==> src/rtl/pulse_integrator_16.sv <==
// Gated pulse integrator: on a trigger edge, waits start_dly samples, then sums
// win_len signed samples from the anti-droop stage and holds the result until
// the consumer acknowledges it.
module pulse_integrator_16 #(
  parameter int unsigned SUM_W = 24  // must be >= 24 so 255 full-scale samples fit
) (
  input  logic                    clk,
  input  logic                    rst_n,
  input  logic                    trig,
  input  logic signed [15:0]      din,
  input  logic                    din_oflow,
  input  logic        [7:0]       start_dly,
  input  logic        [7:0]       win_len,
  input  logic                    sum_ack,
  output logic signed [SUM_W-1:0] sum,
  output logic                    sum_valid,
  output logic                    sum_oflow,
  output logic                    busy,
  output logic                    missed_trig
);

  typedef enum logic [1:0] {
    StIdle  = 2'd0,
    StDelay = 2'd1,
    StInteg = 2'd2,
    StHold  = 2'd3
  } state_e;

  state_e r_state;

  // Trigger synchroniser; kept as discrete flops so the pair stays a real synchroniser.
  (* shreg_extract = "no", async_reg = "true" *) logic r_trig_a;
  (* shreg_extract = "no", async_reg = "true" *) logic r_trig_b;

  logic        [7:0]       r_cnt;
  logic        [7:0]       r_win;
  logic signed [SUM_W-1:0] r_acc;
  logic signed [SUM_W-1:0] r_sum;
  logic                    r_win_oflow;
  logic                    r_sum_oflow;
  logic                    r_sum_valid;
  logic                    r_busy;
  logic                    r_missed;

  logic                    w_edge;
  logic                    w_acc_en;
  logic signed [SUM_W-1:0] w_din_ext;
  logic signed [SUM_W-1:0] w_acc_add;
  logic signed [SUM_W-1:0] w_acc_fin;
  logic                    w_of_fin;

  assign w_edge    = r_trig_a & ~r_trig_b;
  assign w_din_ext = {{(SUM_W-16){din[15]}}, din};
  // In INTEG a zero count means an empty window: nothing is accumulated.
  assign w_acc_en  = (r_cnt != 8'd0);
  assign w_acc_add = r_acc + w_din_ext;
  assign w_acc_fin = w_acc_en ? w_acc_add : r_acc;
  assign w_of_fin  = r_win_oflow | (w_acc_en & din_oflow);

  assign sum         = r_sum;
  assign sum_valid   = r_sum_valid;
  assign sum_oflow   = r_sum_oflow;
  assign busy        = r_busy;
  assign missed_trig = r_missed;

  // Two-flop synchroniser for the asynchronous trigger level.
  always_ff @(posedge clk or negedge rst_n) begin
    if (!rst_n) begin
      r_trig_a <= 1'b0;
      r_trig_b <= 1'b0;
    end else begin
      r_trig_a <= trig;
      r_trig_b <= r_trig_a;
    end
  end

  // Window sequencer with registered result and status outputs.
  always_ff @(posedge clk or negedge rst_n) begin
    if (!rst_n) begin
      r_state     <= StIdle;
      r_cnt       <= 8'd0;
      r_win       <= 8'd0;
      r_acc       <= '0;
      r_sum       <= '0;
      r_win_oflow <= 1'b0;
      r_sum_oflow <= 1'b0;
      r_sum_valid <= 1'b0;
      r_busy      <= 1'b0;
      r_missed    <= 1'b0;
    end else begin
      if (w_edge && (r_state != StIdle)) begin
        r_missed <= 1'b1;
      end
      unique case (r_state)
        StIdle: begin
          if (w_edge) begin
            r_win       <= win_len;
            r_acc       <= '0;
            r_win_oflow <= 1'b0;
            r_busy      <= 1'b1;
            if (start_dly != 8'd0) begin
              r_state <= StDelay;
              r_cnt   <= start_dly;
            end else begin
              r_state <= StInteg;
              r_cnt   <= win_len;
            end
          end
        end
        StDelay: begin
          if (r_cnt == 8'd1) begin
            r_state <= StInteg;
            r_cnt   <= r_win;
          end else begin
            r_cnt <= r_cnt - 8'd1;
          end
        end
        StInteg: begin
          if (w_acc_en) begin
            r_acc       <= w_acc_add;
            r_win_oflow <= w_of_fin;
            r_cnt       <= r_cnt - 8'd1;
          end
          // Last sample (or empty window): publish the result in the same cycle.
          if (r_cnt <= 8'd1) begin
            r_state     <= StHold;
            r_sum       <= w_acc_fin;
            r_sum_oflow <= w_of_fin;
            r_sum_valid <= 1'b1;
            r_busy      <= 1'b0;
          end
        end
        StHold: begin
          if (sum_ack) begin
            r_sum_valid <= 1'b0;
            r_state     <= StIdle;
          end
        end
      endcase
    end
  end

endmodule

==> config.mk <==
export PLATFORM = sky130hd
export DESIGN_NAME = pulse_integrator_16
export DESIGN_NICKNAME = d
export VERILOG_FILES = /design/src/rtl/pulse_integrator_16.sv
export SDC_FILE = /design/constraint.sdc
export NUM_CORES = 1
export LEC_CHECK = 0
export ABC_CLOCK_PERIOD_IN_PS = 2900
export CORE_ASPECT_RATIO = 0.6
export CORE_MARGIN = 3
export CORE_UTILIZATION = 55
export CTS_CLUSTER_SIZE = 28
export DETAILED_ROUTE_END_ITERATION = 16
export PLACE_DENSITY = 0.85
export REMOVE_ABC_BUFFERS = 1
export SYNTH_ARGS = -nofsm -noshare
export SYNTH_HDL_FRONTEND = slang
export SYNTH_SLANG_ARGS = --single-unit
==> constraint.sdc <==
create_clock -name clk -period 2.9 [get_ports clk]
set_input_delay 0.58 -clock clk [delete_from_list [all_inputs] [get_ports clk]]
set_output_delay 0.58 -clock clk [all_outputs]
set_load 0.02 [all_outputs]
# Word-level counts from Yosys, hierarchy flattened
# Cells that the tools add are included.
[totals]
output_inout_bits = 28
reg_bits = 73
wordCells = 67
input_bits = 37
[op_classes]
mux = 23
n_eq_ne = 9
bitwise_logic = 4
reduce_logical = 16
n_addsub = 2
magnitude_cmp = 1
[op_table]
columns = ["cell", "n"]
rows = [
  ["$mux 24", 2],
  ["$pmux 24 s2", 1],
  ["$mux 8", 4],
  ["$add 24x16->24", 1],
  ["$pmux 8 s3", 1],
  ["$reduce_bool 8->1", 2],
  ["$reduce_and 3->1", 4],
  ["$mux 2", 5],
  ["$ne 2x2->1 const B", 5],
  ["$eq 8x1->1 const B", 1],
  ["$le 8x1->1 const B", 1],
  ["$pmux 2 s4", 1],
  ["$sub 8x1->8 const B", 1],
  ["$mux 1", 6],
  ["$pmux 1 s2", 3],
  ["$reduce_and 2->1", 3],
  ["$reduce_bool 2->1", 3],
  ["$eq 2x2->1 const B", 2],
  ["$reduce_and 4->1", 1],
  ["$reduce_bool 3->1", 1],
  ["$and 1x1->1", 2],
  ["$eq 2x1->1 const B", 1],
  ["$logic_not 2->1", 1],
  ["$logic_and 1x1->1", 1],
  ["other kinds (2)", 2],
]

# Longest topological paths before layout
[logic_depth]
word_depth = 5
depth_mapped = 10
mapped_depth_nobuf = 10

# Worst setup path before layout
# OpenSTA, ideal clock, no wires.
[synth_path]
path_kind = "input-to-reg"
start = "in din[0]"
end = "reg r_sum[20], in the netlist sum[20]"
setup_slack_ps = 72
path_stages = 10
required_ps = 2818
t_arrival_ps = 2746
cell_sequence = "ha_1 -> fa_1 -> a211oi_2 -> o21ai_1 -> a2111oi_2 -> o31ai_1 -> a221oi_2 -> xnor2_1 -> nand2_1 -> a31oi_1"
[synth_via]
elab_chain_cells = 2
[synth_lines]
columns = ["element", "line_no", "text"]
rows = [
  ["from (decl)", "10", "input logic signed [15:0] din,"],
  ["$add 24x16->24", "56", "assign w_acc_add = r_acc + w_din_ext;"],
  ["$mux 24", "-", ""],
  ["to (signal assigned)", "127", "r_sum <= w_acc_fin;"],
  ["to (decl)", "38", "logic signed [SUM_W-1:0] r_sum;"],
]
# No other way between the ends.
# A chain may end at the register's enable or synchronous reset.

# Final worst setup path
[layout_path]
start = "in din[7]"
end = "reg r_sum[23], in the netlist sum[23]"
# The elaborated chain is that of the path after synthesis.

==> flow_summary.yaml <==
worst_setup_path:
  endpoint: "sum[23]"
  r2r_setup_slack_ns: 0.21
  setup.worst_path.class: "in2reg"
  critPathLaunch: "din[7]"
  required_ns: 3.16
  startpoint_type: "input port"
  r2r_cells: 10
  reg2reg_to: "sum[20]"
  cp-end-kind: "flip-flop"
  cp.arrival_ns: 3.13
  crit_fanout: 5
  regToRegStartpoint: "r_acc[0]"
clock_network:
  cts_buffers: 9
  cts_tree: "built"
  htree_levels: 3
  path_clk_slew_ns: 0.05
  cts_root_buffer: "clkbuf_16"
  clock-sinks: 73
  clk_path_buf_depth: 2
  insertion_delay_ns: 0.35
  hold_buffers: 0
global_route:
  grt_pass1_wl_um: 21300
  antenna_found_initial: 0
  overflow: 0
  grt_max_degree: 48
  grt_pass1_vias: 4344
  grtUsageTotal_pct: 28.3
placement:
  dpl_cell_area_um2: 5690
  place_hpwl_um: 9050
  place_ws_ns: -0.632
  place.gp.congestion: 0.906
  portBuffers: 64
hold_path:
  hold_class: "in2async"
floorplanning:
  initial_core_util_pct: 57.4
  die_area_um2: 9530
  core_area_um2: 8010
  fp.dieH_um: 76.8
  io_pins: 65
  rows: 25
  die_w_um: 124
pwr:
  power_leakage_nw: 2.73
  p_per_area_nw_per_um2: 1050
  ir_drop_mv: 0.651
timing:
  maxSlewViolCount: 0
  hold_viol_final: 0
  period_minus_slack_ns: 2.86
  fin_skew_ns: 0.00758
  fin_ws_ns: 0.0378
  setup_violations: 0
  maxClockFrequency_ghz: 0.349
  relSlewSlack_pct: 22.9
  final.period_utilization_pct: 98.7
  whs_ns: 0.247
  tightest_slew_ns: 1.16
layout:
  area_growth_pct: 32.3
  drive_gt1_share_pct: 18.1
  antennaDiodeCount: 0
  fillers: 548
  finalNetCount: 672
  stdcell_area_um2: 6080
  fin_util_pct: 75.9
logic_synthesis:
  syn_inst: 498
  yosys_most_used_dff: "dfrtp_1"
  ys_ff_latch: 73
  postSynth.asyncResetShare_pct: 100
  seq_area_frac_synth_pct: 39.7
  netlist_area_um2: 4600
  synth-edff-count: 0
  syn_area_per_cell_um2: 9.23
  ys_warn_count: 0
  ys_types: 53
run_status:
  status: "finished, final reports clean"
route:
  initialDrtViolationCount: 439
  via_per_inst: 6.28
  post_drt_wl_per_cell_um: 18.5
  detail-route-antenna-nets: 0
  via_count: 4497
  drc: 0
  drt-total-wl_um: 13200
  first_pass_iters: 5
flow_run:
  drv_cap: 0
-- routing by layer --
layer / track usage [%] / vias to the layer above / wire length [µm]
met1: 40.8 / 2191 / 5880
li1: - / 2044 / -
met2: 41.2 / 230 / 5950
met5: 0 / - / 0
met4: 9.40 / 0 / 267
met3: 7.74 / 32 / 1130
-- flip-flops by register name, summed over array words and instances, names as in the netlist, 2 cells and up --
signal   count
r_state      2
r_win        8
sum         24
r_cnt        8
r_acc       24
-- worst min path at each step --
stage	end	slack [ns]	cells after the start
after floorplan	busy	0.28	0
after global placement	r_trig_b	0.39	0
after detailed placement	r_trig_b	0.40	0
after CTS	sum[15]	0.26	2
after global routing	r_acc[11]	0.28	2
final	sum[15]	0.25	2
-- worst max-delay path, stage by stage --
cell and delay (ns):
clkdlybuf4s50_1 0.43, ha_1 0.40, nand4_1 0.22, nor4_1 0.27, nor2_1 0.09, buf_4 0.17, a31oi_4 0.15, o221ai_2 0.15
xor2_2 0.18, or3_1 0.31, a31oi_1 0.16
-- metrics by stage --
stage	total power [mW]	TNS [ns]	instances
floorplan	3.80	0	470
global route	6.81	-0.180	716
global placement	4.97	-5.05	699
finish	6.41	0	716
CTS	6.27	0	716
detailed placement	5.13	-7.85	699
-- layout by cell type (no fill, tap or decap), types with 7 or more instances in the layout --
cell type and count:
xor2_1 7, a22o_1 27, nand2_1 65, mux2_2 9
dfrtp_1 73, inv_1 9, a21oi_1 37, a21o_1 11
clkdlybuf4s50_1 61, clkbuf_16 9, nor2_1 36, buf_4 57
xnor2_1 14, a31oi_1 19, ha_1 28, nand3_1 15
o21ai_0 20
-- power by group --
group	internal, mW	total (mW)	switching, mW
clock network	0.620	1.05	0.431
registers	1.44	1.78	0.337
logic	1.68	3.58	1.90
-- cells by family after synthesis --
kind of cell               synth area share [%]
AOI/OAI and AO/OA                          24.6
and+or+nand+nor                            16.1
DFF                                        39.7
buffers and inverters                      3.46
adders and majority gates                  8.87
xor gates and xnor gates                   4.19
muxes                                      3.08
-- final cells by class --
cell class              count  area [µm²]  area share (%)
flip-flops and latches     73        1830            30.0
multi-input cells         388        2720            44.7
clock inverters             5        30.0           0.494
clock buffers              11         253            4.16
repair buffers            122        1080            17.8
well taps                 108         135            2.22
inverters                   9        33.8           0.556
-- cells in the mapped netlist (2+ instances only) --
master / n / area (µm²)
a211o_1: 4 / 35.0
a211oi_1: 7 / 52.6
a21o_1: 11 / 82.6
a21oi_1: 38 / 190
a22o_1: 27 / 236
a31oi_1: 21 / 131
a32o_1: 2 / 20.0
and2_1: 2 / 12.5
and3_1: 4 / 25.0
buf_2: 16 / 80.1
clkbuf_1: 12 / 45.0
dfrtp_1: 73 / 1830
ha_1: 31 / 388
inv_1: 9 / 33.8
mux2_2: 9 / 101
mux2i_1: 4 / 40.0
nand2_1: 65 / 244
nand2b_1: 3 / 18.8
nand3_1: 15 / 75.1
nand3b_1: 3 / 22.5
nand4_1: 4 / 25.0
nor2_1: 37 / 139
nor2b_1: 5 / 31.3
nor3_1: 3 / 15.0
nor4_1: 2 / 12.5
o211ai_1: 3 / 22.5
o21ai_0: 23 / 115
o21ai_1: 4 / 20.0
o21bai_1: 4 / 30.0
o311ai_0: 3 / 26.3
o31ai_1: 5 / 37.5
or2_2: 3 / 18.8
or3_1: 6 / 37.5
xnor2_1: 14 / 123
xor2_1: 8 / 70.1
-- what timing repair did --
item / CTS / global route
endpoints found under the setup margin: 9 / 16
pin swaps: 8 / 7
setup buffers: 1 / 0
gates resized for setup: 7 / 15
Power figures use the tool's default switching activity.
